===== src/rtl/img_pkg.sv =====
// Shared types and frame-geometry helpers for the image pipeline controller.
// Frame totals are functions so each instance can derive them from its own geometry.
package img_pkg;

  localparam int PIX_W = 8;

  typedef enum logic [1:0] {
    IDLE  = 2'd0,
    FEED  = 2'd1,
    DRAIN = 2'd2,
    DONE  = 2'd3
  } state_e;

  function automatic int in_total(input int w, input int h);
    return w * h;
  endfunction

  // A 3x3 window loses one line at the top and one at the bottom.
  function automatic int out_total(input int w, input int h);
    return w * (h - 2);
  endfunction

  function automatic int cnt_width(input int w, input int h);
    return $clog2(w * h + 1);
  endfunction

endpackage


===== src/rtl/pixel_counter.sv =====
// Up-counter with synchronous clear and enable that saturates at LIMIT.
// Clear has priority over enable.
module pixel_counter #(
  parameter int WIDTH = 8,
  parameter int LIMIT = 255
) (
  input  logic             clk_i,
  input  logic             rst_i,
  input  logic             clr_i,
  input  logic             en_i,
  output logic [WIDTH-1:0] count_o
);

  localparam logic [WIDTH-1:0] LIMIT_V = WIDTH'(LIMIT);

  logic [WIDTH-1:0] count_q, count_d;

  always_comb begin
    count_d = count_q;
    if (clr_i) begin
      count_d = '0;
    end else if (en_i && (count_q != LIMIT_V)) begin
      count_d = count_q + WIDTH'(1);
    end
  end

  always_ff @(posedge clk_i) begin
    if (rst_i) begin
      count_q <= '0;
    end else begin
      count_q <= count_d;
    end
  end

  assign count_o = count_q;

endmodule


===== src/rtl/frame_sequencer.sv =====
// Sequences one frame through the convolution pipeline: admits IN_TOTAL pixels,
// counts OUT_TOTAL drained outputs, flags start-while-busy and drain stalls.
module frame_sequencer
  import img_pkg::*;
#(
  parameter int IMG_W         = 512,
  parameter int IMG_H         = 512,
  parameter int DRAIN_TIMEOUT = 4096,
  parameter int CNT_W         = cnt_width(IMG_W, IMG_H)
) (
  input  logic             in_clk,
  input  logic             in_rst,
  input  logic             in_start,
  input  logic             in_abort,
  input  logic             in_data_valid,
  input  logic [PIX_W-1:0] in_data,
  output logic             out_data_ready,
  input  logic             in_prog_full,
  output logic [PIX_W-1:0] out_pixel_data,
  output logic             out_pixel_data_valid,
  input  logic             in_m_valid,
  input  logic             in_m_ready,
  output logic             out_busy,
  output logic             out_intr,
  output logic             out_err_start,
  output logic             out_err_timeout,
  output logic [CNT_W-1:0] out_in_count,
  output logic [CNT_W-1:0] out_out_count
);

  localparam int IN_TOTAL  = in_total(IMG_W, IMG_H);
  localparam int OUT_TOTAL = out_total(IMG_W, IMG_H);
  localparam int IDLE_W    = $clog2(DRAIN_TIMEOUT + 1);

  state_e           state_q, state_d;
  logic [PIX_W-1:0] pix_q, pix_d;
  logic             pix_valid_q, pix_valid_d;
  logic             err_start_q, err_start_d;
  logic             err_to_q, err_to_d;

  logic             frame_clr;
  logic             accept;
  logic             last_accept;
  logic             m_hs;
  logic             out_hs;
  logic             out_full;
  logic             in_full;
  logic             idle_clr;
  logic             timeout_hit;
  logic [CNT_W-1:0] in_cnt, out_cnt;
  logic [IDLE_W-1:0] idle_cnt;

  // in_full is redundant with the FEED->DRAIN move but guarantees in_count can never wrap.
  assign in_full        = (in_cnt == CNT_W'(IN_TOTAL));
  assign out_data_ready = (state_q == FEED) && !in_prog_full && !in_full;
  assign accept         = in_data_valid && out_data_ready;
  assign last_accept    = accept && (in_cnt == CNT_W'(IN_TOTAL - 1));
  assign m_hs           = in_m_valid && in_m_ready;
  assign out_hs         = m_hs && ((state_q == FEED) || (state_q == DRAIN));
  assign out_full       = (out_cnt == CNT_W'(OUT_TOTAL));
  assign idle_clr       = (state_q != DRAIN) || m_hs;
  assign timeout_hit    = !m_hs && (idle_cnt == IDLE_W'(DRAIN_TIMEOUT - 1));

  pixel_counter #(.WIDTH(CNT_W), .LIMIT(IN_TOTAL)) u_in_count (
    .clk_i  (in_clk),
    .rst_i  (in_rst),
    .clr_i  (frame_clr),
    .en_i   (accept),
    .count_o(in_cnt)
  );

  pixel_counter #(.WIDTH(CNT_W), .LIMIT(OUT_TOTAL)) u_out_count (
    .clk_i  (in_clk),
    .rst_i  (in_rst),
    .clr_i  (frame_clr),
    .en_i   (out_hs),
    .count_o(out_cnt)
  );

  // Counts consecutive DRAIN cycles without an output handshake.
  pixel_counter #(.WIDTH(IDLE_W), .LIMIT(DRAIN_TIMEOUT)) u_idle_timer (
    .clk_i  (in_clk),
    .rst_i  (in_rst),
    .clr_i  (idle_clr),
    .en_i   (1'b1),
    .count_o(idle_cnt)
  );

  always_comb begin
    state_d     = state_q;
    err_start_d = err_start_q;
    err_to_d    = err_to_q;
    frame_clr   = 1'b0;
    out_busy    = 1'b1;
    out_intr    = 1'b0;
    pix_valid_d = accept;
    pix_d       = accept ? in_data : pix_q;

    unique case (state_q)
      IDLE: begin
        out_busy = 1'b0;
        if (in_start) begin
          state_d     = FEED;
          frame_clr   = 1'b1;
          err_start_d = 1'b0;
          err_to_d    = 1'b0;
        end
      end
      FEED: begin
        if (in_abort) begin
          state_d = IDLE;
        end else if (last_accept) begin
          state_d = DRAIN;
        end
      end
      DRAIN: begin
        if (in_abort) begin
          state_d = IDLE;
        end else if (out_full) begin
          state_d = DONE;
        end else if (timeout_hit) begin
          state_d  = DONE;
          err_to_d = 1'b1;
        end
      end
      DONE: begin
        out_intr = 1'b1;
        state_d  = IDLE;
      end
      default: state_d = IDLE;
    endcase

    if (in_start && (state_q != IDLE)) begin
      err_start_d = 1'b1;
    end
  end

  always_ff @(posedge in_clk) begin
    if (in_rst) begin
      state_q     <= IDLE;
      pix_q       <= '0;
      pix_valid_q <= 1'b0;
      err_start_q <= 1'b0;
      err_to_q    <= 1'b0;
    end else begin
      state_q     <= state_d;
      pix_q       <= pix_d;
      pix_valid_q <= pix_valid_d;
      err_start_q <= err_start_d;
      err_to_q    <= err_to_d;
    end
  end

  assign out_pixel_data       = pix_q;
  assign out_pixel_data_valid = pix_valid_q;
  assign out_err_start        = err_start_q;
  assign out_err_timeout      = err_to_q;
  assign out_in_count         = in_cnt;
  assign out_out_count        = out_cnt;

endmodule


===== config.mk =====
export PLATFORM = sky130hd
export DESIGN_NAME = frame_sequencer
export DESIGN_NICKNAME = d
export VERILOG_FILES = /design/src/rtl/img_pkg.sv /design/src/rtl/pixel_counter.sv /design/src/rtl/frame_sequencer.sv
export SDC_FILE = /design/constraint.sdc
export NUM_CORES = 1
export LEC_CHECK = 0
export BUFFER_PORTS_ARGS = -buffer_cell sky130_fd_sc_hd__buf_2
export CORE_ASPECT_RATIO = 0.5
export CORE_MARGIN = 1
export CORE_UTILIZATION = 35
export CTS_CLUSTER_DIAMETER = 200
export DETAILED_ROUTE_END_ITERATION = 6
export GPL_TIMING_DRIVEN = 0
export PLACE_DENSITY = 0.64
export SYNTH_ARGS = -nofsm -noshare
export SYNTH_HDL_FRONTEND = slang
export SYNTH_SLANG_ARGS = --single-unit

===== constraint.sdc =====
create_clock -name in_clk -period 2.5 [get_ports in_clk]
set_input_delay 0.5 -clock in_clk [delete_from_list [all_inputs] [get_ports in_clk]]
set_output_delay 0.5 -clock in_clk [all_outputs]
set_load 0.03 [all_outputs]

# ---- After elaboration in Yosys (flattened, before gate mapping)
# Cells that the tools add are included.
# Widths: inputs -> output; s select.
dict set report classes {
  add_sub_neg 3
  n_eq_ne 17
  muxes 18
  n_reduce_logical 25
}
# cell count
set ops {}
lappend ops {{$add 19x1->19 const B} 2}
lappend ops {{$eq 19x18->1 const B} 2}
lappend ops {{$eq 19x19->1 const B} 1}
lappend ops {{$ne 19x18->1 const B} 1}
lappend ops {{$ne 19x19->1 const B} 1}
lappend ops {{$add 13x1->13 const B} 1}
lappend ops {{$eq 13x12->1 const B} 1}
lappend ops {{$ne 13x13->1 const B} 1}
lappend ops {{$mux 2} 6}
lappend ops {{$logic_and 1x1->1} 10}
lappend ops {{$mux 1} 10}
lappend ops {{$ne 2x2->1 const B} 5}
lappend ops {{$pmux 2 s4} 1}
lappend ops {{$reduce_bool 2->1} 4}
lappend ops {{$reduce_and 5->1} 1}
lappend ops {{$eq 2x2->1 const B} 2}
lappend ops {{$ne 4x4->1 const B} 1}
lappend ops {{$reduce_or 2->1} 2}
lappend ops {{$logic_not 1->1} 3}
lappend ops {{$ne 3x3->1 const B} 1}
lappend ops {{$reduce_and 3->1} 1}
lappend ops {{$eq 2x1->1 const B} 1}
lappend ops {{$logic_not 2->1} 1}
lappend ops {{$logic_or 1x1->1} 2}
lappend ops {{2 further kinds} 2}
dict set report totals {
  ff_bits 64
  output_inout_bits 52
  elab_cells 71
}

# ---- Logic depth before layout (Yosys ltp)
# Gate-level depths: netlist of the first run.
dict set report logic_depth {
  word_depth 8
  depth_mapped 8
}

# ---- By module
# A second synthesis of the first run with hierarchy kept.
dict set report hier_totals {
  cells_unflattened 407
  hier_area_um2 3459.6
}
# module instances cells_per_inst area_each_um2 seq_area_each_um2
set by_module_without_submodules {}
lappend by_module_without_submodules {{pixel_counter (u_in_count)} 1 114 962.2 380.4}
lappend by_module_without_submodules {{pixel_counter (u_out_count)} 1 107 922.1 380.4}
lappend by_module_without_submodules {frame_sequencer 1 100 835.8 260.2}
lappend by_module_without_submodules {{pixel_counter (u_idle_timer)} 1 86 739.5 260.2}

# ---- Worst setup path after synthesis of the first run
# OpenSTA, ideal clock, no wires.
dict set report synth_timing {
  path_type {flip-flop to output port}
  start {reg u_in_count.count_q[0], in the netlist u_in_count.count_o[0]}
  end {out out_data_ready}
  arrival_time_ns 1.906
  t_required_ns 2.000
  path_slack_ns 0.094
  path_stages_with_launch 7
  path_buffers 0
  path_cell_list {dfxtp_1 > inv_1 > ha_1 > nor4b_1 > nand4_2 > nor2_1 > nor3b_1}
}
dict set report synth_via {
  elab_chain_len 3
}
# item line
set synth_lines {}
lappend synth_lines {{start, declared} pixel_counter.sv:16} ;# logic [WIDTH-1:0] count_q, count_d;
lappend synth_lines {{start signal, assigned} pixel_counter.sv:31} ;# count_q <= count_d;
lappend synth_lines {{$eq 19x19->1} frame_sequencer.sv:54} ;# assign in_full = (in_cnt == CNT_W'(IN_TOTAL));
lappend synth_lines {{$logic_not 1->1} frame_sequencer.sv:55} ;# assign out_data_ready = (state_q == FEED) && !in_prog_full && !in_full;
lappend synth_lines {{$logic_and 1x1->1} frame_sequencer.sv:55}
lappend synth_lines {{end, declared} frame_sequencer.sv:17} ;# output logic out_data_ready,
# Every way passes these cells.

# ---- Worst setup path after layout of the first run
# Same ends and word-level chain as after synthesis.

==> results of run 1 <==
cells in the mapped netlist, drive strengths merged:
master	instances
mux2	1
nor3b	1
or2	2
nand2	20
o31ai	2
nor4b	5
and3	8
o41ai	2
nor4bb	1
nor4	8
clkbuf	5
o2111ai	1
nor3	5
nand4b	1
o22a	1
o21ai	6
a21o	1
dfxtp	64
nor2b	2
o21a	3
inv	17
a21oi	6
and2	3
o41a	1
mux2i	11
buf	4
nor2	67
a221oi	1
xor2	23
o2bb2ai	1
and3b	1
nand3	18
or3	2
nand2b	2
nand4	13
o211ai	2
or4	4
ha	10
xnor2	17
and4	4
o311ai	1
worst max-delay path, cell delays in order (launching register included):
cell and delay, ns:
sky130_fd_sc_hd__dfxtp_1 0.33, sky130_fd_sc_hd__inv_1 0.09, sky130_fd_sc_hd__ha_1 0.15, sky130_fd_sc_hd__nor4b_1 0.30, sky130_fd_sc_hd__nand4_2 0.21, sky130_fd_sc_hd__nor2_1 0.16
sky130_fd_sc_hd__nor3b_1 0.07, sky130_fd_sc_hd__buf_2 0.17
layout make-up:
class | instances | area (sq um) | share of cell area, %
well taps | 112 | 140.1 | 3.638
plain buffers | 9 | 66.31 | 1.721
multi-input cells | 257 | 1698 | 44.07
flip-flops and latches | 64 | 1281 | 33.26
inverters | 17 | 63.81 | 1.656
repair buffers | 67 | 335.3 | 8.704
clock buffers | 15 | 267.8 | 6.950
cells by family (layout without fill, tap and decap cells):
logic type,after synthesis,in the layout,share of synthesized area (%)
xor+xnor,40,40,11.27
compound gates,28,28,7.203
flops,64,64,41.21
fa+ha+maj,10,10,4.024
simple gates,167,167,28.21
mux,12,12,3.904
buf+inv,26,108,4.185
state kept, by name (all words and copies together), names as in the netlist:
name / flops
out_err_timeout: 1
state_q: 2
out_pixel_data: 8
u_out_count.count_o: 19
u_idle_timer.count_o: 13
u_in_count.count_o: 19
out_err_start: 1
out_pixel_data_valid: 1
power groups by stage:
stage | combinational [uW] | clock (uW) | sequential, uW
floorplan | 114 | 0 | 1080
global placement | 190 | 0 | 1060
detailed placement | 191 | 0 | 1060
CTS | 192 | 1170 | 1040
global route | 209 | 1200 | 1040
finish | 190 | 1140 | 1040
metal layers:
metal	vias to the layer above	global-route usage (%)	part of all wire [%]
met5	-	0	0
met4	0	7.022	1.7
met3	10	5.482	4.0
met2	44	27.44	45
met1	1217	19.94	49
li1	1361	-	-
stage by stage:
stage,power [uW],worst slack [ns],cell area (sq um)
after floorplan,1197,0.09411,3109
after global placement,1254,0.4059,3585
after detailed placement,1255,0.3978,3585
after CTS,2402,0.1651,3852
after global routing,2455,0.01493,3852
final,2371,0.1903,3852
path summary, 6_finish.rpt:
check,startpoint,endpoint,slack [ns],cells after the start
setup / recovery,u_in_count.count_o[0]$_SDFFE_PP0P_,out_data_ready,0.19,7
hold / removal,in_data[7],out_pixel_data[7]$_SDFFE_PP0P_,0.40,3
setup reg to reg,state_q[1]$_SDFFE_PP0P_,u_out_count.count_o[17]$_SDFFE_PP0P_,0.34,8
hold reg to reg,out_err_timeout$_SDFFE_PP0P_,out_err_timeout$_SDFFE_PP0P_,0.46,1
==> reports/results.md, run 1 <==
| Parameter | Reported |
|---|---|
| Result of the run | finished, final reports clean |
| Routed vias/inst | 4.865 |
| Width of the die | 135.3 um |
| Final RePlAce weighted congestion | 0.7587 |
| ANT cells | 0 |
| Post-Synthesis Cell Area | 3109 sq um |
| Hold-fix buffers, CTS | 0 |
| First-pass detailed-route iteration total | 4 |
| Final slew viol count | 0 |
| Initial core utilization | 37.52% |
| Share of the synthesized area in the top cell type | 41.21% |
| Power per unit of standard cell area | 615.4 nW/um^2 |
| Average wire length per cell after detail routing | 12.89 um |
| Minimum period implied by the final worst setup slack | 2.310 ns |
| Worst Hold Margin | 0.4046 ns |
| Total length of routed wires | 6972 um |
| Max Freq | 433.0 MHz |
| Setup violation total in the final timing report | 0 |
| Number of remaining DRC errors | 0 |
| Post-synth net total | 373 |
| Total net switching power | 543.4 uW |
| Mapped Cells | 347 |
| Post-CTS setup buffers | 0 |
| I/O pin count | 68 |
| Part of the total power dissipated in the clock network | 48.0% |
| Overall via count from detail_route | 2632 |
| Clock Skews | 0.004510 ns |
| Most common cell after layout, fill and taps aside | sky130_fd_sc_hd__buf_2 |
| Final number of hold-violating endpoints | 0 |
| Sequential fraction of the synthesis area | 41.21% |
| Share of power burned in combinational logic | 8.0% |
| Fill cells | 861 |
| Final-stage net count | 451 |
| Tcrit/Tclk final | 92.39% |
| Area of the die | 9287 sq um |
| Maximum number of pins on one net before global-route repair | 11 |
| Total clock buffers created by CTS | 9 |
| H-tree levels | 3 |
| Number of nets with antenna violations after routing | 0 |
| Slew at the pin closest to its max-slew limit | 0.7181 ns |
| Yosys warnings | 0 |
| Clock edge transition at the registers on the reported setup and hold paths | 0.05 ns |
| Arrival time at the worst endpoint | 1.81 ns |
| Core Footprint | 8288 sq um |
| Worst slew margin | 52.13% |
| Cell leakage power | 0.001643 uW |
| Sw frac | 22.92% |
| Biggest area consumer among synthesized cells | sky130_fd_sc_hd__dfxtp_1 |
| Data required time of the worst path | 2.00 ns |
| Count of distinct cell types in the synthesized netlist | 51 |
| TritonCTS clock tree | built |
| Gates resized, CTS repair | 0 |
| Clk root buf | sky130_fd_sc_hd__clkbuf_16 |
| Count of buffers from port buffering | 67 |
| DR iter-0 viols | 85 |
| Part of the power in registers | 44.0% |
| Synthesis-to-layout area growth | 23.90% |
| Type of element capturing the critical path | output port |
| Number of clock sinks | 64 |
| Mean Syn Cell Area | 8.960 sq um |
| Final cell count without fillers | 541 |
| WS Path Type | reg2out |
| Vias in the first global route | 2435 |
| Critical Path Start Type | register |
| Fraction of final layout cells with drive strength greater than 1 | 22.61% |
| Detailed placement HPWL | 5094 um |
| Worst skew pair latency | 0.33 ns |
| Setup TNS Final | 0 ns |
| Most frequent cells in the layout | sky130_fd_sc_hd__buf_2, sky130_fd_sc_hd__nor2_1, sky130_fd_sc_hd__dfxtp_1 |
| Number of core rows | 23 |
| Critical-path maximum fanout | 4 |
| Unrepaired setup endpoints after global routing | no |
| Largest voltage drop on the vdd net | 0.3349 mV |
| Internal Power | 1827 uW |
| Number of antenna violations at the first check in global routing | 0 |
| Number of buffers on the longest clock path | 2 |
| Flip-flop and latch count after synthesis | 64 |
| Most area-consuming cells after synthesis | sky130_fd_sc_hd__dfxtp_1, sky130_fd_sc_hd__nor2_1, sky130_fd_sc_hd__xor2_1 |
| Max-cap viol count | 0 |
| Leftover overflow at the end of global routing | 0 |
| Cell count after placement | 526 |
| Die Y | 68.65 um |
| Total global routing track utilization | 16.51% |
| Type of the most critical hold path | in2reg |
| First-pass GRT wire length | 11670 um |
| Fraction of the core area covered by cells at the end of the flow | 46.48% |
(Power assumes the default switching activity.)
==> run 2, diff against run 1 <==
REMOVE_ABC_BUFFERS = 1   (was unset)
SLEW_MARGIN = 20   (was unset)
==> reports/results.md, run 2 (synthesis results as in run 1) <==
| Parameter | Reported | vs previous |
|---|---|---|
| Result of the run | finished, final reports clean | unchanged |
| Leftover overflow at the end of global routing | 0 | unchanged |
| Worst reg2reg path startpoint | state_q[0]$_SDFFE_PP0P_ | was state_q[1]$_SDFFE_PP0P_ |
| Average wire length per cell after detail routing | 12.96 um | was 12.89 um |
| Most frequent cells in the layout | sky130_fd_sc_hd__nor2_1, sky130_fd_sc_hd__buf_2, sky130_fd_sc_hd__dfxtp_1 | was sky130_fd_sc_hd__buf_2, sky130_fd_sc_hd__nor2_1, sky130_fd_sc_hd__dfxtp_1 |
| Number of antenna violations at the first check in global routing | 0 | unchanged |
| Pwr Total | 2329 uW | was 2371 uW |
| R2R cell count | 7 | was 8 |
| Internal Power | 1776 uW | was 1827 uW |
| First-pass GRT wire length | 11130 um | was 11670 um |
| Part of the power in registers | 44.8% | was 44.0% |
| Number of nets with antenna violations after routing | 0 | unchanged |
| Arrival time at the worst endpoint | 1.77 ns | was 1.81 ns |
| Core Footprint | 8288 sq um | unchanged |
| Share of power burned in combinational logic | 7.6% | was 8.0% |
| WS Path Type | reg2out | unchanged |
| Max Freq | 440.2 MHz | was 433.0 MHz |
| Fraction of final layout cells with drive strength greater than 1 | 23.39% | was 22.61% |
| Setup slack after placement | 0.3330 ns | was 0.3978 ns |
| Critical Path Start Type | register | unchanged |
| Fill cells | 832 | was 861 |
| Maximum number of pins on one net before global-route repair | 37 | was 11 |
| Cell-by-cell trace of the critical path | inv_1, ha_1, nor4b_2, nand4_2, nor2_1, nor3b_1, buf_2 | was inv_1, ha_1, nor4b_1, nand4_2, nor2_1, nor3b_1, buf_2 |
| Setup TNS Final | 0 ns | unchanged |
| First-pass detailed-route iteration total | 5 | was 4 |
| Largest voltage drop on the vdd net | 0.3177 mV | was 0.3349 mV |
| Total length of routed wires | 6882 um | was 6972 um |
| Gate family responsible for the most delay along the worst path | simple AND/OR/NAND/NOR gates | unchanged |
| Post-CTS setup buffers | 0 | unchanged |
| Gates resized, CTS repair | 0 | unchanged |
| DR iter-0 viols | 111 | was 85 |
| Die Y | 68.65 um | unchanged |
| Worst slew margin | 52.28% | was 52.13% |
| Final-stage net count | 442 | was 451 |
| Vias in the first global route | 2300 | was 2435 |
| Final slew viol count | 0 | unchanged |
| Clk root buf | sky130_fd_sc_hd__clkbuf_16 | unchanged |
| Width of the die | 135.3 um | unchanged |
| Initial core utilization | 37.52% | unchanged |
| Type of element capturing the critical path | output port | unchanged |
| Part of the total power dissipated in the clock network | 47.6% | was 48.0% |
| Critical R2R Capture | u_out_count.count_o[17]$_SDFFE_PP0P_ | unchanged |
| FF-to-FF setup slack | 0.35 ns | was 0.34 ns |
| Type of the most critical hold path | in2reg | unchanged |
| Total net switching power | 552.7 uW | was 543.4 uW |
| Worst Setup SP | u_in_count.count_o[0]$_SDFFE_PP0P_ | unchanged |
| Hold-fix buffers, CTS | 0 | unchanged |
| Largest stage delay, worst path | 0.33 ns | about the same |
| Power per unit of standard cell area | 614.8 nW/um^2 | was 615.4 nW/um^2 |
| Number of core rows | 23 | unchanged |
| Worst path slowest cell | sky130_fd_sc_hd__dfxtp_1 | unchanged |
| Startpoint of the worst hold path | in_data[6] | was in_data[7] |
| Max-cap viol count | 0 | unchanged |
| Synthesis-to-layout area growth | 21.81% | was 23.90% |
| Cell leakage power | 0.001611 uW | was 0.001643 uW |
| Setup violation total in the final timing report | 0 | unchanged |
| Number of clock sinks | 64 | unchanged |
| Detailed placement HPWL | 4966 um | was 5094 um |
| Data required time of the worst path | 2.00 ns | about the same |
| Worst skew pair latency | 0.33 ns | about the same |
| Number of remaining DRC errors | 0 | unchanged |
| Clock edge transition at the registers on the reported setup and hold paths | 0.05 ns | about the same |
| Number of buffers on the longest clock path | 2 | unchanged |
| Slew at the pin closest to its max-slew limit | 0.7158 ns | was 0.7181 ns |
| TritonCTS clock tree | built | unchanged |
| Routed vias/inst | 4.972 | was 4.865 |
| Final RePlAce weighted congestion | 0.8481 | was 0.7587 |
| Tcrit/Tclk final | 90.86% | was 92.39% |
| Area of the die | 9287 sq um | unchanged |
| H-tree levels | 3 | unchanged |
| Final number of hold-violating endpoints | 0 | unchanged |
| I/O pin count | 68 | unchanged |
| ANT cells | 0 | unchanged |
| Sw frac | 23.74% | was 22.92% |
| Destination of the worst hold path | out_pixel_data[6]$_SDFFE_PP0P_ | was out_pixel_data[7]$_SDFFE_PP0P_ |
| Critical-path maximum fanout | 4 | unchanged |
| Clock Skews | 0.009129 ns | was 0.004510 ns |
| Cell depth of the worst hold path | 3 | unchanged |
| Total global routing track utilization | 15.74% | was 16.51% |
| Total clock buffers created by CTS | 9 | unchanged |
| Worst Slack Setup Final | 0.2285 ns | was 0.1903 ns |
| Combined buffer and inverter count along the critical path | 2 | unchanged |
| Overall via count from detail_route | 2640 | was 2632 |
| Minimum period implied by the final worst setup slack | 2.271 ns | was 2.310 ns |
| Unrepaired setup endpoints after global routing | no | unchanged |
| Count of buffers from port buffering | 67 | unchanged |
run 2: changes by cell type in the layout (fill, tap and decap cells not counted):
cell | previous run | this run
sky130_fd_sc_hd__clkbuf_1 | 9 | 0
sky130_fd_sc_hd__clkinv_2 | 0 | 3
sky130_fd_sc_hd__buf_6 | 2 | 0
sky130_fd_sc_hd__a21o_1 | 1 | 0
sky130_fd_sc_hd__a21o_2 | 0 | 1
sky130_fd_sc_hd__buf_12 | 1 | 0
sky130_fd_sc_hd__buf_2 | 68 | 67
sky130_fd_sc_hd__clkbuf_8 | 2 | 1
sky130_fd_sc_hd__clkinvlp_4 | 0 | 1
sky130_fd_sc_hd__nor4b_1 | 5 | 4
sky130_fd_sc_hd__nor4b_2 | 0 | 1
run 2: layout make-up:
| cell class | instances | area, sq um | share of cell area (%) |
|---|---|---|---|
| clock inverter | 4 | 22.52 | 0.5946 |
| multi-input combinational | 257 | 1705 | 45.03 |
| tap | 112 | 140.1 | 3.700 |
| inverter | 17 | 63.81 | 1.685 |
| timing repair buffer | 67 | 335.3 | 8.854 |
| sequential | 64 | 1281 | 33.83 |
| clock buffer | 10 | 239.0 | 6.310 |
run 2: worst max-delay path by stage:
stage,end,cells after the start
after global routing,out_data_ready,7
final,out_data_ready,7
after floorplan,out_data_ready,6
after CTS,out_data_ready,7
after detailed placement,u_in_count.count_o[1]$_SDFFE_PP0P_,7
after global placement,u_in_count.count_o[1]$_SDFFE_PP0P_,7
run 2: worst reg2reg max path, cell delays in order, from the launching register on:
cell,delay (ns)
sky130_fd_sc_hd__dfxtp_1,0.35
sky130_fd_sc_hd__inv_1,0.09
sky130_fd_sc_hd__ha_1,0.30
sky130_fd_sc_hd__and4_1,0.30
sky130_fd_sc_hd__and3_1,0.34
sky130_fd_sc_hd__nand4_2,0.20
sky130_fd_sc_hd__or3_1,0.34
sky130_fd_sc_hd__a21oi_1,0.15
run 2: power by group through the flow:
stage | sequential, uW | combinational, uW | clock [uW]
6_report | 1040 | 178 | 1110
3_3_place_gp | 1060 | 176 | 0
2_1_floorplan | 1080 | 99.2 | 0
4_1_cts | 1040 | 179 | 1140
3_5_place_dp | 1060 | 178 | 0
5_1_grt | 1040 | 193 | 1180
run 2: routing by layer:
| layer | up-vias | GRT usage (%) | part of all wire, % |
|---|---|---|---|
| met5 | - | 0 | 0 |
| met4 | 0 | 5.899 | 1.0 |
| met3 | 10 | 5.409 | 5.8 |
| met2 | 60 | 24.94 | 44 |
| met1 | 1232 | 20.00 | 49 |
| li1 | 1338 | - | - |
run 2: through the flow:
| stage | instance area, sq um | std cells | util, % | hold slack, ns |
|---|---|---|---|---|
| 2_1_floorplan | 3043 | 338 | - | 0.4844 |
| 3_3_place_gp | 3518 | 517 | 42.45 | 0.4429 |
| 3_5_place_dp | 3520 | 517 | 42.47 | 0.4516 |
| 4_1_cts | 3781 | 531 | 45.62 | 0.3959 |
| 5_1_grt | 3787 | 531 | 45.70 | 0.4154 |
| 6_report | 3787 | 531 | 45.70 | 0.4058 |
==> run 3, diff against run 2 <==
PLACE_DENSITY = 0.63   (was 0.64)
SYNTH_HIERARCHICAL = 1   (was unset)
==> reports/results.md, run 3 <==
| Parameter | Reported | vs previous |
|---|---|---|
| Data required time of the worst path | 2.76 ns | was 2.00 ns |
| Initial core utilization | 36.38% | was 37.52% |
| Largest voltage drop on the vdd net | 0.2713 mV | was 0.3177 mV |
| Synthesis-to-layout area growth | 22.93% | was 21.81% |
| Critical path depth | 7 | unchanged |
| Width of the die | 142.6 um | was 135.3 um |
| R2R cell count | 7 | unchanged |
| Critical R2R Capture | u_out_count/count_o[15]$_SDFFE_PP0P_ | was u_out_count.count_o[17]$_SDFFE_PP0P_ |
| Result of the run | finished, final reports clean | unchanged |
| Count of buffers from port buffering | 67 | unchanged |
| Setup TNS Final | 0 ns | unchanged |
| Worst slew margin | 65.59% | was 52.28% |
| Final slew viol count | 0 | unchanged |
| Most area-consuming cells after synthesis | sky130_fd_sc_hd__dfxtp_1, sky130_fd_sc_hd__nor2_1, sky130_fd_sc_hd__nand4_1 | was sky130_fd_sc_hd__dfxtp_1, sky130_fd_sc_hd__nor2_1, sky130_fd_sc_hd__xor2_1 |
| Fraction of final layout cells with drive strength greater than 1 | 22.57% | was 23.39% |
| Yosys warnings | 6 | was 0 |
| Max-cap viol count | 0 | unchanged |
| Worst reg2reg path startpoint | state_q[0]$_SDFFE_PP0P_ | unchanged |
| Most used standard cells in the synthesized netlist | sky130_fd_sc_hd__dfxtp_1, sky130_fd_sc_hd__nor2_1, sky130_fd_sc_hd__nand2_1 | was sky130_fd_sc_hd__nor2_1, sky130_fd_sc_hd__dfxtp_1, sky130_fd_sc_hd__xor2_1 |
| Overall via count from detail_route | 3246 | was 2640 |
| Most common cell after layout, fill and taps aside | sky130_fd_sc_hd__buf_2 |  |
| I/O pin count | 68 | unchanged |
| Max Freq | 427.4 MHz | was 440.2 MHz |
| Number of remaining DRC errors | 0 | unchanged |
| Destination of the worst hold path | out_pixel_data[3]$_SDFFE_PP0P_ | was out_pixel_data[6]$_SDFFE_PP0P_ |
| Die Y | 72.30 um | was 68.65 um |
| Worst Slack Setup Final | 0.1605 ns | was 0.2285 ns |
| Mean Syn Cell Area | 8.500 sq um | was 8.960 sq um |
| First-pass detailed-route iteration total | 5 | unchanged |
| Critical-path maximum fanout | 6 | was 4 |
| Number of clock sinks | 64 | unchanged |
| Post-Synthesis Cell Area | 3460 sq um | was 3109 sq um |
| FF-to-FF setup slack | 0.16 ns | was 0.35 ns |
| Hold-fix buffers, CTS | 0 | unchanged |
| Detailed placement HPWL | 5799 um | was 4966 um |
| Routed vias/inst | 5.252 | was 4.972 |
| Tcrit/Tclk final | 93.58% | was 90.86% |
| Clock edge transition at the registers on the reported setup and hold paths | 0.05 ns | about the same |
| Dominant register cell in the synthesized netlist | sky130_fd_sc_hd__dfxtp_1 | unchanged |
| Leftover overflow at the end of global routing | 0 | unchanged |
| Share of synthesized flip-flops with an asynchronous set or reset | 0% | unchanged |
| Clk root buf | sky130_fd_sc_hd__clkbuf_16 | unchanged |
| Count of distinct cell types in the synthesized netlist | 58 | was 51 |
| Unrepaired setup endpoints after global routing | no | unchanged |
| Cell-by-cell trace of the critical path | inv_1, ha_1, and3_2, nand4_1, or4_1, or3_1, a21oi_1 | was inv_1, ha_1, nor4b_2, nand4_2, nor2_1, nor3b_1, buf_2 |
| Fill cells | 987 | was 832 |
| Pwr Total | 2581 uW | was 2329 uW |
| Flip-flop and latch count after synthesis | 64 | unchanged |
| DR iter-0 viols | 152 | was 111 |
| Biggest area consumer among synthesized cells | sky130_fd_sc_hd__dfxtp_1 | unchanged |
| Power per unit of standard cell area | 606.8 nW/um^2 | was 614.8 nW/um^2 |
| Arrival time at the worst endpoint | 2.60 ns | was 1.77 ns |
| Largest stage delay, worst path | 0.63 ns | was 0.33 ns |
| Number of core rows | 25 | was 23 |
| Final RePlAce weighted congestion | 0.7923 | was 0.8481 |
| Minimum period implied by the final worst setup slack | 2.340 ns | was 2.271 ns |
| Average wire length per cell after detail routing | 13.21 um | was 12.96 um |
| Number of buffers on the longest clock path | 2 | unchanged |
| Vias in the first global route | 2816 | was 2300 |
| Total length of routed wires | 8165 um | was 6882 um |
| Share of the synthesized area in the top cell type | 37.03% | was 41.21% |
| Gate family responsible for the most delay along the worst path | simple AND/OR/NAND/NOR gates | unchanged |
| Critical Path Start Type | register | unchanged |
| Setup slack after placement | -0.5770 ns | was 0.3330 ns |
| Mapped Cells | 407 | was 347 |
| H-tree levels | 3 | unchanged |
| Area of the die | 10310 sq um | was 9287 sq um |
| Maximum number of pins on one net before global-route repair | 33 | was 37 |
| Fraction of the core area covered by cells at the end of the flow | 44.72% | was 45.70% |
| Final-stage net count | 505 | was 442 |
| TritonCTS clock tree | built | unchanged |
| Worst path slowest cell | sky130_fd_sc_hd__or4_1 | was sky130_fd_sc_hd__dfxtp_1 |
| Type of element capturing the critical path | register | was output port |
| Slew at the pin closest to its max-slew limit | 0.5161 ns | was 0.7158 ns |
| Total clock buffers created by CTS | 9 | unchanged |
| Setup violation total in the final timing report | 0 | unchanged |
| ANT cells | 0 | unchanged |
| Core Footprint | 9509 sq um | was 8288 sq um |
| Number of nets with antenna violations after routing | 0 | unchanged |
| Count of flip-flops with a built-in enable after synthesis | 0 | unchanged |
| Number of antenna violations at the first check in global routing | 0 | unchanged |
| Combined buffer and inverter count along the critical path | 1 | was 2 |
| Sequential fraction of the synthesis area | 37.03% | was 41.21% |
| Worst skew pair latency | 0.33 ns | about the same |
| Startpoint of the worst hold path | in_data[3] | was in_data[6] |
| Cell leakage power | 0.001672 uW | was 0.001611 uW |
| Type of the most critical hold path | in2reg | unchanged |
| WS Path Type | reg2reg | was reg2out |
| Clock Skews | 0.006496 ns | was 0.009129 ns |
| First-pass GRT wire length | 13640 um | was 11130 um |
| Most frequent cells in the layout | sky130_fd_sc_hd__buf_2, sky130_fd_sc_hd__dfxtp_1, sky130_fd_sc_hd__nor2_1 | was sky130_fd_sc_hd__nor2_1, sky130_fd_sc_hd__buf_2, sky130_fd_sc_hd__dfxtp_1 |
| Cell depth of the worst hold path | 3 | unchanged |
| Final number of hold-violating endpoints | 0 | unchanged |
| Total global routing track utilization | 16.86% | was 15.74% |
| Most repeated cell in the gate-level netlist after synthesis | sky130_fd_sc_hd__dfxtp_1 | was sky130_fd_sc_hd__nor2_1 |
-- run 3: cell count changes after synthesis, moves of 9 or more --
cell,delta
sky130_fd_sc_hd__a21oi_1,+16
sky130_fd_sc_hd__nand4_1,+13
sky130_fd_sc_hd__nor2_1,-28
sky130_fd_sc_hd__nor4_1,+9
sky130_fd_sc_hd__o21ai_0,+12
sky130_fd_sc_hd__or3_1,+14
sky130_fd_sc_hd__xor2_1,-12
-- run 3: cells by family after synthesis --
logic type      share of synthesized area (%)
simple gates                            33.89
flops                                   37.03
compound gates                          11.43
buf+inv                                 4.303
xor+xnor                                5.569
mux                                     4.051
fa+ha+maj                               3.617
other cells                            0.1084
-- run 3: timing repair --
item,CTS,global route
buffers inserted,2,3
endpoints found under the setup margin,19,17
pin swaps,0,1
resized for setup,2,1
-- run 3: layer usage --
| metal | up-vias | global-route usage, % | part of all wire, % |
|---|---|---|---|
| met1 | 1519 | 22.20 | 49 |
| met3 | 7 | 4.686 | 3.8 |
| li1 | 1666 | - | - |
| met4 | 0 | 6.452 | 0.81 |
| met5 | - | 0 | 0 |
| met2 | 54 | 26.42 | 46 |
-- run 3: final cells by class --
cell class | count | area, sq um | area share (%)
multi-input combinational | 309 | 2056 | 48.34
sequential | 64 | 1281 | 30.13
timing repair buffer | 72 | 372.9 | 8.767
clock buffer | 11 | 242.7 | 5.708
tap | 135 | 168.9 | 3.972
inverter | 23 | 86.33 | 2.030
clock inverter | 4 | 45.04 | 1.059
-- run 3: worst max path at each step --
stage                                   startpoint                                   end  slack [ns]
5_1_grt                    state_q[0]$_SDFFE_PP0P_  u_out_count/count_o[15]$_SDFFE_PP0P_        0.02
3_5_place_dp   u_in_count/count_o[11]$_SDFFE_PP0P_    u_in_count/count_o[9]$_SDFFE_PP0P_       -0.58
2_1_floorplan   u_in_count/count_o[3]$_SDFFE_PP0P_   u_in_count/count_o[17]$_SDFFE_PP0P_       -0.17
4_1_cts                    state_q[0]$_SDFFE_PP0P_  u_out_count/count_o[15]$_SDFFE_PP0P_        0.07
3_3_place_gp    u_in_count/count_o[3]$_SDFFE_PP0P_    u_in_count/count_o[9]$_SDFFE_PP0P_       -0.56
6_report                   state_q[0]$_SDFFE_PP0P_  u_out_count/count_o[15]$_SDFFE_PP0P_        0.16
-- run 3: per-stage QoR --
stage / instance area (sq um) / hold WS, ns / std cells
floorplan: 3405 / 0.4609 / 396
global placement: 3909 / 0.4706 / 598
detailed placement: 3909 / 0.4828 / 598
CTS: 4229 / 0.3899 / 615
global route: 4253 / 0.4114 / 618
finish: 4253 / 0.4017 / 618
-- run 3: where the power goes --
part           switching [uW]  internal [uW]
logic                     200            103
registers                19.1           1040
clock network             427            787
total                     646           1930
-- run 3: worst min-delay path, cell delays in order --
cell and delay, ns:
sky130_fd_sc_hd__buf_2 0.07, sky130_fd_sc_hd__mux2i_1 0.05, sky130_fd_sc_hd__nor2_1 0.07
